## config.mk

```make
export PLATFORM = sky130hd
export DESIGN_NAME = max_tracker
export DESIGN_NICKNAME = d
export VERILOG_FILES = /design/src/rtl/calib_pkg.sv /design/src/rtl/settle_counter.sv /design/src/rtl/max_tracker.sv
export SDC_FILE = /design/constraint.sdc
export NUM_CORES = 1
export LEC_CHECK = 0
export CORE_UTILIZATION = 59
export CTS_BUF_LIST = sky130_fd_sc_hd__clkbuf_4
export CTS_CLUSTER_SIZE = 14
export DETAILED_ROUTE_END_ITERATION = 10
export PLACE_DENSITY = 0.88
export SYNTH_ARGS = -nofsm -noshare
export SYNTH_HDL_FRONTEND = slang
export SYNTH_HIERARCHICAL = 1
export SYNTH_SLANG_ARGS = --single-unit
```

## constraint.sdc

```tcl
create_clock -name CLK -period 8.1 [get_ports CLK]
set_input_delay 1.62 -clock CLK [delete_from_list [all_inputs] [get_ports CLK]]
set_output_delay 1.62 -clock CLK [all_outputs]
set_load 0.05 [all_outputs]
```

## src/rtl/calib_pkg.sv

```systemverilog
//------------------------------------------------------------------------------
// Module  : calib_pkg
// Purpose : Shared constants for the calibration blocks (state codes, widths).
// Rev     : 1.0  initial release
//------------------------------------------------------------------------------
`default_nettype none

package calib_pkg;

    localparam int c_DATA_W    = 12;
    localparam int c_RET_GUARD = 2;

    localparam logic [2:0] c_ST_IDLE   = 3'd0;
    localparam logic [2:0] c_ST_SETTLE = 3'd1;
    localparam logic [2:0] c_ST_SWEEP  = 3'd2;
    localparam logic [2:0] c_ST_RETURN = 3'd3;
    localparam logic [2:0] c_ST_FINISH = 3'd4;

endpackage

`default_nettype wire

```

## src/rtl/settle_counter.sv

```systemverilog
//------------------------------------------------------------------------------
// Module  : settle_counter
// Purpose : Saturating accept counter with clear; flags the terminal increment.
// Rev     : 1.0  initial release
//------------------------------------------------------------------------------
`default_nettype none

module settle_counter #(
    parameter int LIMIT = 8
) (
    input  logic clk,
    input  logic rst_n,
    input  logic i_clr,
    input  logic i_inc,
    output logic o_term
);

    localparam int c_CW = $clog2(LIMIT + 1);

    logic [c_CW-1:0] r_count;

    always_ff @(posedge clk or negedge rst_n) begin
        if (!rst_n) begin
            r_count <= '0;
        end else if (i_clr) begin
            r_count <= '0;
        end else if (i_inc && (r_count != c_CW'(LIMIT))) begin
            r_count <= r_count + c_CW'(1);
        end
    end

    // High when the next increment is the LIMIT-th one.
    assign o_term = (r_count == c_CW'(LIMIT - 1));

endmodule

`default_nettype wire

```

## src/rtl/max_tracker.sv

```systemverilog
//------------------------------------------------------------------------------
// Module  : max_tracker
// Purpose : Running-maximum tracker with hysteresis that steers max_counter.
// Rev     : 1.0  initial release
//------------------------------------------------------------------------------
`default_nettype none

module max_tracker
    import calib_pkg::*;
#(
    parameter int DATA_W   = c_DATA_W,
    parameter int HYST     = 4,
    parameter int SETTLE_N = 8
) (
    input  logic              CLK,
    input  logic              RESET,
    input  logic              START,
    input  logic              ABORT,
    input  logic              SWEEP_END,
    input  logic [DATA_W-1:0] ADC_DATA,
    input  logic              ADC_VALID,
    output logic              ADC_READY,
    input  logic              CNT_RU,
    output logic              CNT_RST,
    output logic              MC,
    output logic [DATA_W-1:0] MAX_VAL,
    output logic              BUSY,
    output logic              DONE
);

    localparam int c_GW = $clog2(c_RET_GUARD + 1);

    logic [2:0]        r_state;
    logic [2:0]        w_state_nxt;
    logic              r_first;
    logic [c_GW-1:0]   r_ret_cnt;
    logic [DATA_W-1:0] r_max;
    logic              r_ready, r_cnt_rst, r_mc, r_busy, r_done;
    logic              w_ready_nxt, w_cnt_rst_nxt, w_mc_nxt, w_busy_nxt, w_done_nxt;
    logic              w_acc, w_new_max, w_settle_term, w_start_ok;
    logic [DATA_W:0]   w_thresh;

    assign w_acc      = ADC_VALID & r_ready;
    assign w_start_ok = (r_state == c_ST_IDLE) && START;

    // One extra bit keeps MAX_VAL+HYST from wrapping near full scale.
    assign w_thresh  = {1'b0, r_max} + (DATA_W + 1)'(HYST);
    assign w_new_max = (r_state == c_ST_SWEEP) && w_acc &&
                       (r_first || ({1'b0, ADC_DATA} > w_thresh));

    settle_counter #(
        .LIMIT (SETTLE_N)
    ) u_settle (
        .clk    (CLK),
        .rst_n  (RESET),
        .i_clr  (w_start_ok && !ABORT),
        .i_inc  ((r_state == c_ST_SETTLE) && w_acc && !ABORT),
        .o_term (w_settle_term)
    );

    always_ff @(posedge CLK or negedge RESET) begin
        if (!RESET) begin
            r_state   <= c_ST_IDLE;
            r_ready   <= 1'b0;
            r_cnt_rst <= 1'b1;
            r_mc      <= 1'b0;
            r_busy    <= 1'b0;
            r_done    <= 1'b0;
        end else begin
            r_state   <= w_state_nxt;
            r_ready   <= w_ready_nxt;
            r_cnt_rst <= w_cnt_rst_nxt;
            r_mc      <= w_mc_nxt;
            r_busy    <= w_busy_nxt;
            r_done    <= w_done_nxt;
        end
    end

    always_comb begin
        w_state_nxt = r_state;
        if (ABORT) begin
            w_state_nxt = c_ST_IDLE;
        end else begin
            case (r_state)
                c_ST_IDLE:   if (START) w_state_nxt = c_ST_SETTLE;
                c_ST_SETTLE: begin
                    if (SWEEP_END)                   w_state_nxt = c_ST_RETURN;
                    else if (w_acc && w_settle_term) w_state_nxt = c_ST_SWEEP;
                end
                c_ST_SWEEP:  if (SWEEP_END) w_state_nxt = c_ST_RETURN;
                // CNT_RU lags MC by a register stage; only trust it after the guard.
                c_ST_RETURN: if ((r_ret_cnt == c_GW'(c_RET_GUARD)) && !CNT_RU)
                                 w_state_nxt = c_ST_FINISH;
                c_ST_FINISH: w_state_nxt = c_ST_IDLE;
                default:     w_state_nxt = c_ST_IDLE;
            endcase
        end
    end

    always_comb begin
        w_ready_nxt   = (w_state_nxt == c_ST_SETTLE) || (w_state_nxt == c_ST_SWEEP);
        w_mc_nxt      = (w_state_nxt == c_ST_RETURN) || (w_state_nxt == c_ST_FINISH);
        w_busy_nxt    = (w_state_nxt != c_ST_IDLE);
        w_done_nxt    = (w_state_nxt == c_ST_FINISH);
        w_cnt_rst_nxt = (w_state_nxt == c_ST_IDLE) || (w_state_nxt == c_ST_SETTLE) ||
                        (w_new_max && !ABORT);
    end

    always_ff @(posedge CLK or negedge RESET) begin
        if (!RESET) begin
            r_max     <= '0;
            r_first   <= 1'b1;
            r_ret_cnt <= '0;
        end else begin
            if (!ABORT) begin
                if (w_start_ok) begin
                    r_max   <= '0;
                    r_first <= 1'b1;
                end else if (w_new_max) begin
                    r_max   <= ADC_DATA;
                    r_first <= 1'b0;
                end
            end
            if (r_state != c_ST_RETURN) begin
                r_ret_cnt <= '0;
            end else if (r_ret_cnt != c_GW'(c_RET_GUARD)) begin
                r_ret_cnt <= r_ret_cnt + c_GW'(1);
            end
        end
    end

    assign ADC_READY = r_ready;
    assign CNT_RST   = r_cnt_rst;
    assign MC        = r_mc;
    assign MAX_VAL   = r_max;
    assign BUSY      = r_busy;
    assign DONE      = r_done;

endmodule

`default_nettype wire
```

==> out/qor.yml, run 1 <==
die:
  initial_core_util_pct: 63.51
  ioPinCount: 36
  core_region_area_um2: 3103
  die_x_um: 59.80
  rows: 20
  chipHeight_um: 59.80
  die_area_um2: 3575
clock_network:
  cts_sinks: 27
  ctsResizeCount: 0
  clk_latency_ns: 0.34
  htreeDepth: 1
  tritoncts: "done"
  cts-root-buf: "clkbuf_4"
  post_cts_hold_buffer_count: 0
  clkTransAtPathRegs_ns: 0.17
  cts.path.max_buffers: 2
  numCtsBuffers: 3
  cts_setup_buffers: 0
hold_path:
  min_path_cells: 2
  hold_end: "r_ret_cnt[1]$_DFFE_PN0P_"
  hold_path_class: "register to register"
  min_from: "r_ret_cnt[1]$_DFFE_PN0P_"
run:
  cap_violations: 0
synthesis:
  synth_edf_count: 0
  synth_cell_types: 50
  async_flop_share_pct: 100.0
  ys_seq_area_share_pct: 34.41
  synth_area_um2: 1971
  synthCells: 213
  ys_ff_latch: 27
  yosys_warnings: 6
  yosys_most_used_dff: "dfrtp_1"
  synth_nets: 248
  syn_avg_cell_area_um2: 9.252
final_layout:
  instances_no_fill: 288
  final_cell_mix: "35 x clkdlybuf4s50_1, 25 x dfrtp_1, 21 x nand3_1, 16 x ha_1, 15 x nand2_1"
  layout-drive-gt1-share_pct: 7.377
  area_delta_synth_final_pct: 19.62
  multi_input_area_um2: 1170
  seq_area_um2: 678.2
  layout_commonest_cell: "clkdlybuf4s50_1"
  fin_nets: 280
  fillers: 238
  num_antenna_cells: 0
critical_path:
  r2r_slack_ns: 4.41
  worst_path_largest_cell_delay_ns: 0.88
  critPathLaunch: "ADC_DATA[11]"
  worstReg2RegEnd: "MAX_VAL[0]$_DFFE_PN0P_"
  cp_top_family: "simple AND/OR/NAND/NOR gates"
  arrival_ns: 4.44
  r2r-start: "MAX_VAL[2]$_DFFE_PN0P_"
  r2r_cells: 11
  crit_chain: "clkdlybuf4s50_1 > ha_1 > nand3_2 > nor4_2 > nor2_1 > o311a_1 > nand3_1"
  worst-path-buf-inv: 1
  startpoint_type: "primary input"
  crit_required_ns: 8.39
  worstSetupEndpointType: "register"
  cpMaxStageDelayCell: "nor4_2"
  path_class: "primary input to register"
  crit_fanout: 12
global_route:
  grt_max_degree: 28
  grt_pass1_wl_mm: 7.631
  grt_pass1_vias: 1625
  antenna_found_initial: 0
  grt_remaining_overflow: 0
  grt.total_usage_pct: 28.39
detailed_routing:
  initialDrtViolationCount: 189
  finalWirelength_mm: 4.837
  vias_per_cell: 6.368
  ant_nets: 0
  vias: 1834
  drc_errors: 0
  firstDrtPassIters: 4
  wl_per_cell_um: 16.80
timing:
  fin_worst_skew_ns: 0.008936
  grt_setup_unrepaired: "no"
  fmax_mhz: 241.0
  period_needed_ns: 4.150
  post-route-period-util_pct: 51.23
  slew_viol_final: 0
  fin_hold_ws_ns: 0.5408
  fin_setup_tns_ns: 0
  final_hold_viol_count: 0
  slew_headroom_pct: 28.40
  tightestPinTransition_ns: 1.060
  setup_violations: 0
power:
  powerDensity_nw_per_um2: 145.6
  power_leakage_uw: 0.001010
  max-vdd-ir-drop_mv: 0.09074
placed_design:
  dp_hpwl_mm: 3.424
  port_buffers: 35
  placed_cells: 284
  globalplace.congestion: 0.9201
outcome:
  status: "complete, no violations"
metrics by stage:
stage	setup slack, ns	utilization [%]	area, µm²	total power, µW
floorplan	5.042	-	1971	234.5
global placement	3.761	74.96	2326	272.7
detailed placement	3.682	74.96	2326	276.3
CTS	4.018	75.97	2357	343.4
global route	3.828	75.97	2357	359.4
finish	3.950	75.97	2357	343.2
tightest hold or removal path: cells and delay by family (launching register included):
kind             cells  cell delay (ns)
AO/OA/AOI/OAI        1             0.07
flip-flops           1             0.38
AND/OR/NAND/NOR      1             0.07
cells by family after synthesis:
| group | count (synthesis) | synth area share (%) |
|---|---|---|
| flops | 27 | 34.41 |
| xor+xnor | 11 | 4.889 |
| buf+inv | 25 | 6.222 |
| fa+ha+maj | 16 | 10.16 |
| mux | 3 | 2.412 |
| simple gates | 87 | 24.13 |
| compound gates | 44 | 17.78 |
cell type report:
class / count / share of cell area (%)
Clock buffer: 3 / 0.9554
Clock inverter: 1 / 0.3716
Inverter: 16 / 2.760
Multi-Input combinational cell: 161 / 49.63
Sequential cell: 27 / 28.77
Tap cell: 44 / 2.335
Timing Repair Buffer: 36 / 15.18
registers in the layout, summed over array words and instances (netlist names):
register          count
ADC_READY             1
BUSY                  1
CNT_RST               1
DONE                  1
MAX_VAL              12
MC                    1
r_first               1
r_ret_cnt             2
r_state               3
u_settle/r_count      4
report_power, final:
group / internal [µW] / total, µW / switching [µW]
sequential: 145 / 160 / 15.0
clock: 20.2 / 66.8 / 46.6
combinational: 45.1 / 116 / 71.4
total: 210 / 343 / 133
how the worst max path moves through the flow:
stage,slack [ns],cells past startpoint,end
floorplan,5.04,7,MAX_VAL[6]$_DFFE_PN0P_
global placement,3.76,7,MAX_VAL[0]$_DFFE_PN0P_
detailed placement,3.68,7,MAX_VAL[0]$_DFFE_PN0P_
CTS,4.02,7,MAX_VAL[0]$_DFFE_PN0P_
global route,3.83,7,MAX_VAL[6]$_DFFE_PN0P_
finish,3.95,7,MAX_VAL[0]$_DFFE_PN0P_
Yosys cell counts (2+ instances only):
| cell type | count | share of area (%) |
|---|---|---|
| dfrtp_1 | 25 | 32 |
| nand3_1 | 21 | 5.3 |
| ha_1 | 16 | 10 |
| nand2_1 | 15 | 2.9 |
| inv_1 | 13 | 2.5 |
| nor2_1 | 12 | 2.3 |
| nand4_1 | 11 | 3.5 |
| a32oi_1 | 8 | 3.6 |
| xor2_1 | 8 | 3.6 |
| o311ai_1 | 7 | 3.1 |
| a21oi_1 | 6 | 1.5 |
| o31ai_1 | 5 | 1.9 |
| and2_1 | 4 | 1.3 |
| buf_2 | 4 | 1.0 |
| nand2b_1 | 4 | 1.3 |
| o211ai_1 | 4 | 1.5 |
| or3_1 | 4 | 1.3 |
| and3_1 | 3 | 0.95 |
| buf_4 | 3 | 1.1 |
| nor3_1 | 3 | 0.76 |
| o211a_1 | 3 | 1.5 |
| xnor2_1 | 3 | 1.3 |
| dfstp_2 | 2 | 2.7 |
| inv_2 | 2 | 0.38 |
| nand3b_1 | 2 | 0.76 |
routing by layer:
layer  GRT usage, %  vias up  wire length, µm
li1               -      869                -
met3          2.814        8              320
met1          42.54      882             2233
met4          9.635        0               46
met2          42.70       75             2236
met5              0        -                0
Power figures use the tool's default switching activity.
==> run 2: changes to the inputs <==
--- a/config.mk
+++ b/config.mk
@@ -5,11 +5,11 @@
 export SDC_FILE = /design/constraint.sdc
 export NUM_CORES = 1
 export LEC_CHECK = 0
-export CORE_UTILIZATION = 59
+export CORE_UTILIZATION = 54
 export CTS_BUF_LIST = sky130_fd_sc_hd__clkbuf_4
 export CTS_CLUSTER_SIZE = 14
 export DETAILED_ROUTE_END_ITERATION = 10
-export PLACE_DENSITY = 0.88
+export PLACE_DENSITY = 0.82
 export SYNTH_ARGS = -nofsm -noshare
 export SYNTH_HDL_FRONTEND = slang
 export SYNTH_HIERARCHICAL = 1
==> constraint.sdc (replaced) <==
create_clock -name CLK -period 4.3 [get_ports CLK]
set_input_delay 0.86 -clock CLK [delete_from_list [all_inputs] [get_ports CLK]]
set_output_delay 0.86 -clock CLK [all_outputs]
set_load 0.05 [all_outputs]
==> out/qor.yml, run 2 (same netlist as run 1, synthesis figures left out) <==
run:
  cap_violations: 0  # unchanged
placed_design:
  dp_hpwl_mm: 3.395  # -0.86%
  globalplace.congestion: 0.8811  # -4.2%
  port_buffers: 35  # unchanged
die:
  chipHeight_um: 62.41  # +4.4%
  ioPinCount: 36  # unchanged
  initial_core_util_pct: 57.69  # -5.8 points
  die_x_um: 62.41  # +4.4%
  die_area_um2: 3895  # +8.9%
  rows: 21  # +5.0%
  core_region_area_um2: 3416  # +10%
critical_path:
  path_class: "register to register"
  crit_chain: "ha_1 > and2_1 > and2_1 > nand3_1 > xor2_1 > ha_1 > nand3_2 > nor3_1 > a211o_1 > a21oi_2 > o31ai_1"
  r2r_cells: 11  # unchanged
  critPathLaunch: "MAX_VAL[2]$_DFFE_PN0P_"
  worst-path-buf-inv: 0  # -1
  r2r_slack_ns: 1.21  # -3.20 ns
  cp_top_family: "simple AND/OR/NAND/NOR gates"
  crit_required_ns: 4.55  # -3.84 ns
  worst_path_largest_cell_delay_ns: 0.50  # -0.38 ns
  worstReg2RegEnd: "MAX_VAL[9]$_DFFE_PN0P_"
  startpoint_type: "register"
  arrival_ns: 3.34  # -1.10 ns
  worstSetupEndpointType: "register"
  r2r-start: "MAX_VAL[2]$_DFFE_PN0P_"
  cpMaxStageDelayCell: "dfrtp_1"
  crit_fanout: 14  # +2
final_layout:
  largest_reg_flops: 12  # unchanged
  final_cell_mix: "35 x clkdlybuf4s50_1, 25 x dfrtp_1, 21 x nand3_1, 16 x ha_1, 15 x nand2_1"
  seq_area_um2: 678.2  # unchanged
  fin_nets: 282  # +0.71%
  num_antenna_cells: 0  # unchanged
  multi_input_area_um2: 1170  # unchanged
  layout-drive-gt1-share_pct: 8.130  # +0.75 points
  layout_commonest_cell: "clkdlybuf4s50_1"
  area_delta_synth_final_pct: 20.44
  fillers: 276  # +16%
  final_core_util_pct: 69.49  # -6.5 points
timing:
  grt_setup_unrepaired: "no"
  final_hold_viol_count: 0  # unchanged
  period_needed_ns: 3.094
  tightestPinTransition_ns: 0.8074  # -0.2527 ns
  setup_violations: 0  # unchanged
  fmax_mhz: 323.2
  post-route-period-util_pct: 71.96
  fin_setup_tns_ns: 0  # unchanged
  fin_hold_ws_ns: 0.5565  # +0.01573 ns
  slew_viol_final: 0  # unchanged
  fin_worst_skew_ns: 0.01528  # +0.006344 ns
  slew_headroom_pct: 45.97  # +18 points
power:
  power_leakage_uw: 0.001017  # +0.64%
  max-vdd-ir-drop_mv: 0.1878  # +110%
  powerDensity_nw_per_um2: 268.8  # +85%
clock_network:
  cts_setup_buffers: 0  # unchanged
  cts_sinks: 27  # unchanged
  clk_latency_ns: 0.34  # about the same
  clkTransAtPathRegs_ns: 0.14  # -0.03 ns
  post_cts_hold_buffer_count: 0  # unchanged
  tritoncts: "done"
  htreeDepth: 1  # unchanged
  ctsResizeCount: 0  # unchanged
  numCtsBuffers: 3  # unchanged
  cts-root-buf: "clkbuf_4"
  cts.path.max_buffers: 2  # unchanged
detailed_routing:
  finalWirelength_mm: 4.809  # -0.58%
  initialDrtViolationCount: 140  # -26%
  vias: 1844  # +0.55%
  firstDrtPassIters: 5  # +1
  vias_per_cell: 6.315  # -0.83%
  drc_errors: 0  # unchanged
  ant_nets: 0  # unchanged
  wl_per_cell_um: 16.47  # -1.9%
global_route:
  grt_max_degree: 28  # unchanged
  grt_pass1_wl_mm: 7.955  # +4.2%
  grt_remaining_overflow: 0  # unchanged
  grt_pass1_vias: 1675  # +3.1%
  grt.total_usage_pct: 25.48  # -2.9 points
  antenna_found_initial: 0  # unchanged
hold_path:
  hold_path_class: "register to register"
  hold_end: "r_ret_cnt[1]$_DFFE_PN0P_"
  min_path_cells: 2  # unchanged
  min_from: "r_ret_cnt[1]$_DFFE_PN0P_"
outcome:
  status: "complete, no violations"
## run 2: worst reg2reg max path, stage by stage, from the launching register on
cell	delay, ns
dfrtp_1	0.50
ha_1	0.27
and2_1	0.16
and2_1	0.16
nand3_1	0.10
xor2_1	0.16
ha_1	0.32
nand3_2	0.14
nor3_1	0.35
a211o_1	0.47
a21oi_2	0.16
o31ai_1	0.23
## run 2: how the worst max path moves through the flow
| stage | end | cells past startpoint |
|---|---|---|
| 3_5_place_dp | MAX_VAL[5]$_DFFE_PN0P_ | 7 |
| 3_3_place_gp | MAX_VAL[0]$_DFFE_PN0P_ | 7 |
| 5_1_grt | MAX_VAL[6]$_DFFE_PN0P_ | 11 |
| 6_report | MAX_VAL[9]$_DFFE_PN0P_ | 11 |
| 2_1_floorplan | MAX_VAL[6]$_DFFE_PN0P_ | 12 |
| 4_1_cts | MAX_VAL[6]$_DFFE_PN0P_ | 11 |
## run 2: metal layers
metal  GRT usage (%)  wire (µm)
met4           9.302         62
met3           5.474        438
met2           37.36       2229
met5               0          0
met1           36.84       2079
## run 2: per-stage QoR
step           setup WS (ns)  instance area (µm²)  power (µW)  std cells
3_3_place_gp           1.260                 2344       516.8        288
3_5_place_dp           1.235                 2344       522.2        288
6_report               1.206                 2374       638.0        292
2_1_floorplan          1.378                 1971       441.6        213
5_1_grt               0.9834                 2374       673.2        292
4_1_cts                1.254                 2374       640.8        292
## run 2: area by class of cell
| type | count | share of cell area [%] |
|---|---|---|
| inverters | 16 | 2.741 |
| repair buffers | 38 | 15.71 |
| clock buffers | 3 | 0.9489 |
| multi-input cells | 161 | 49.29 |
| clock inverters | 1 | 0.3163 |
| well taps | 46 | 2.425 |
| flip-flops and latches | 27 | 28.57 |
## run 2: power by group
group / total [µW] / switching (µW) / internal (µW) / leakage, µW
clock: 118 / 81.9 / 35.7 / 0.0000139
sequential: 299 / 26.5 / 273 / 0.000362
combinational: 221 / 135 / 85.6 / 0.000641
total: 638 / 244 / 394 / 0.00102
==> run 3: changes to the inputs <==
==> constraint.sdc (replaced) <==
create_clock -name CLK -period 3.22 [get_ports CLK]
set_input_delay 0.644 -clock CLK [delete_from_list [all_inputs] [get_ports CLK]]
set_output_delay 0.644 -clock CLK [all_outputs]
set_load 0.05 [all_outputs]
==> out/qor.yml, run 3 (same netlist as run 1, synthesis figures left out) <==
critical_path:
  crit_chain: "ha_1 > and2_1 > and2_1 > nand3_1 > xor2_1 > ha_1 > nand3_2 > nor4_2 > nor2_1 > a21oi_2 > o31ai_1"
  worst-path-buf-inv: 0  # unchanged
  cpMaxStageDelayCell: "nor2_1"
  cp_top_family: "simple AND/OR/NAND/NOR gates"
  path_class: "register to register"
  path_depth: 11  # unchanged
  r2r_cells: 11  # unchanged
  worst_path_largest_cell_delay_ns: 0.64  # +0.14 ns
  startpoint_type: "register"
  worstSetupEndpointType: "register"
  crit_required_ns: 3.47  # -1.08 ns
  arrival_ns: 3.28  # -0.06 ns
  r2r_slack_ns: 0.19  # -1.01 ns
  crit_fanout: 11  # -3
global_route:
  grt_max_degree: 28  # unchanged
  grt_pass1_wl_mm: 8.100  # +1.8%
  grt.total_usage_pct: 26.09  # +0.61 points
  antenna_found_initial: 0  # unchanged
  grt_remaining_overflow: 0  # unchanged
  grt_pass1_vias: 1702  # +1.6%
clock_network:
  tritoncts: "done"
  numCtsBuffers: 3  # unchanged
  clkTransAtPathRegs_ns: 0.17  # +0.03 ns
  cts.path.max_buffers: 2  # unchanged
  cts-root-buf: "clkbuf_4"
  htreeDepth: 1  # unchanged
  clk_latency_ns: 0.34  # about the same
  cts_setup_buffers: 0  # unchanged
  cts_sinks: 27  # unchanged
detailed_routing:
  finalWirelength_mm: 4.852  # +0.89%
  drc_errors: 0  # unchanged
  vias: 1814  # -1.6%
  ant_nets: 0  # unchanged
  firstDrtPassIters: 4  # -1
  wl_per_cell_um: 16.56  # +0.55%
  initialDrtViolationCount: 165  # +18%
  vias_per_cell: 6.191  # -2.0%
die:
  rows: 21  # unchanged
  core_region_area_um2: 3416  # unchanged
  die_area_um2: 3895  # unchanged
  chipHeight_um: 62.41  # unchanged
  initial_core_util_pct: 57.69  # unchanged
  die_x_um: 62.41  # unchanged
  ioPinCount: 36  # unchanged
hold_path:
  hold_path_class: "register to register"
  min_path_cells: 2  # unchanged
final_layout:
  fin_nets: 283  # +0.35%
  final_cell_mix: "35 x clkdlybuf4s50_1, 25 x dfrtp_1, 21 x nand3_1, 16 x ha_1, 15 x nand2_1"
  layout-drive-gt1-share_pct: 9.312  # +1.2 points
  fillers: 283  # +2.5%
  layout_commonest_cell: "clkdlybuf4s50_1"
  largest_reg_flops: 12  # unchanged
  num_antenna_cells: 0  # unchanged
  area_delta_synth_final_pct: 21.59
  final_area_um2: 2396  # +0.95%
timing:
  fmax_mhz: 330.5  # +2.3%
  post-route-period-util_pct: 93.97  # +22 points
  final_hold_viol_count: 0  # unchanged
  tightestPinTransition_ns: 0.8240  # +0.01662 ns
  grt_setup_unrepaired: "no"
  fin_worst_skew_ns: 0.004874  # -0.01041 ns
  slew_viol_final: 0  # unchanged
  period_needed_ns: 3.026  # -0.06863 ns
  fin_setup_tns_ns: 0  # unchanged
  setup_violations: 0  # unchanged
  slew_headroom_pct: 44.86  # -1.1 points
placed_design:
  port_buffers: 35  # unchanged
  dp_hpwl_mm: 3.464  # +2.1%
  place_area_um2: 2351  # +0.32%
  globalplace.congestion: 0.8772  # -0.44%
power:
  power_leakage_uw: 0.001028  # +1.1%
  max-vdd-ir-drop_mv: 0.2527  # +35%
  powerDensity_nw_per_um2: 361.9  # +35%
run:
  cap_violations: 0  # unchanged
outcome:
  status: "complete, no violations"
run 3: worst min-delay path: stages, from the launching register on:
cell     delay (ns)
dfrtp_1        0.39
a21oi_1        0.07
nor2_1         0.08
run 3: area by class of cell:
type | instances | area, µm² | share of cell area, %
multi-input cells | 161 | 1184 | 49.40
inverters | 16 | 65.06 | 2.715
repair buffers | 39 | 380.4 | 15.87
well taps | 46 | 57.56 | 2.402
clock buffers | 3 | 22.52 | 0.9399
flip-flops and latches | 27 | 678.2 | 28.30
clock inverters | 1 | 8.758 | 0.3655
run 3: path summary, 6_finish.rpt:
kind / from / endpoint
setup / recovery: MAX_VAL[2]$_DFFE_PN0P_ / MAX_VAL[5]$_DFFE_PN0P_
setup reg to reg: MAX_VAL[2]$_DFFE_PN0P_ / MAX_VAL[5]$_DFFE_PN0P_
max in group asynchronous: RESET / r_first$_DFFE_PN1P_
hold / removal: r_ret_cnt[1]$_DFFE_PN0P_ / r_ret_cnt[1]$_DFFE_PN0P_
min in group asynchronous: RESET / BUSY$_DFF_PN0_
hold reg to reg: r_ret_cnt[1]$_DFFE_PN0P_ / r_ret_cnt[1]$_DFFE_PN0P_
run 3: repair_timing:
| action | CTS | global route |
|---|---|---|
| hold buffers | 0 | 0 |
| resized for setup | 0 | 3 |
| endpoints found under the setup margin | 0 | 2 |
run 3: routing by layer:
layer / global-route usage (%) / routed length [µm]
met1: 38.92 / 2282
met2: 37.91 / 2213
met3: 2.737 / 311
met4: 11.63 / 44
met5: 0 / 0
run 3: report_power, final:
part | internal, µW | switching, µW
Combinational | 117 | 184
Clock | 50.8 | 114
Sequential | 365 | 36.6
Total | 533 | 334
run 3: stage by stage:
step           utilization (%)  std cells  setup slack [ns]  hold WS (ns)  power, µW
2_1_floorplan                -        213            0.2981        0.3484      589.8
3_3_place_gp             68.83        289            0.3429        0.5040      690.6
3_5_place_dp             68.83        289            0.2355        0.5249      698.1
4_1_cts                  69.74        293            0.1995        0.5659      867.5
5_1_grt                  70.15        293           0.02493        0.5870      914.7
6_report                 70.15        293            0.1943        0.5643      867.1
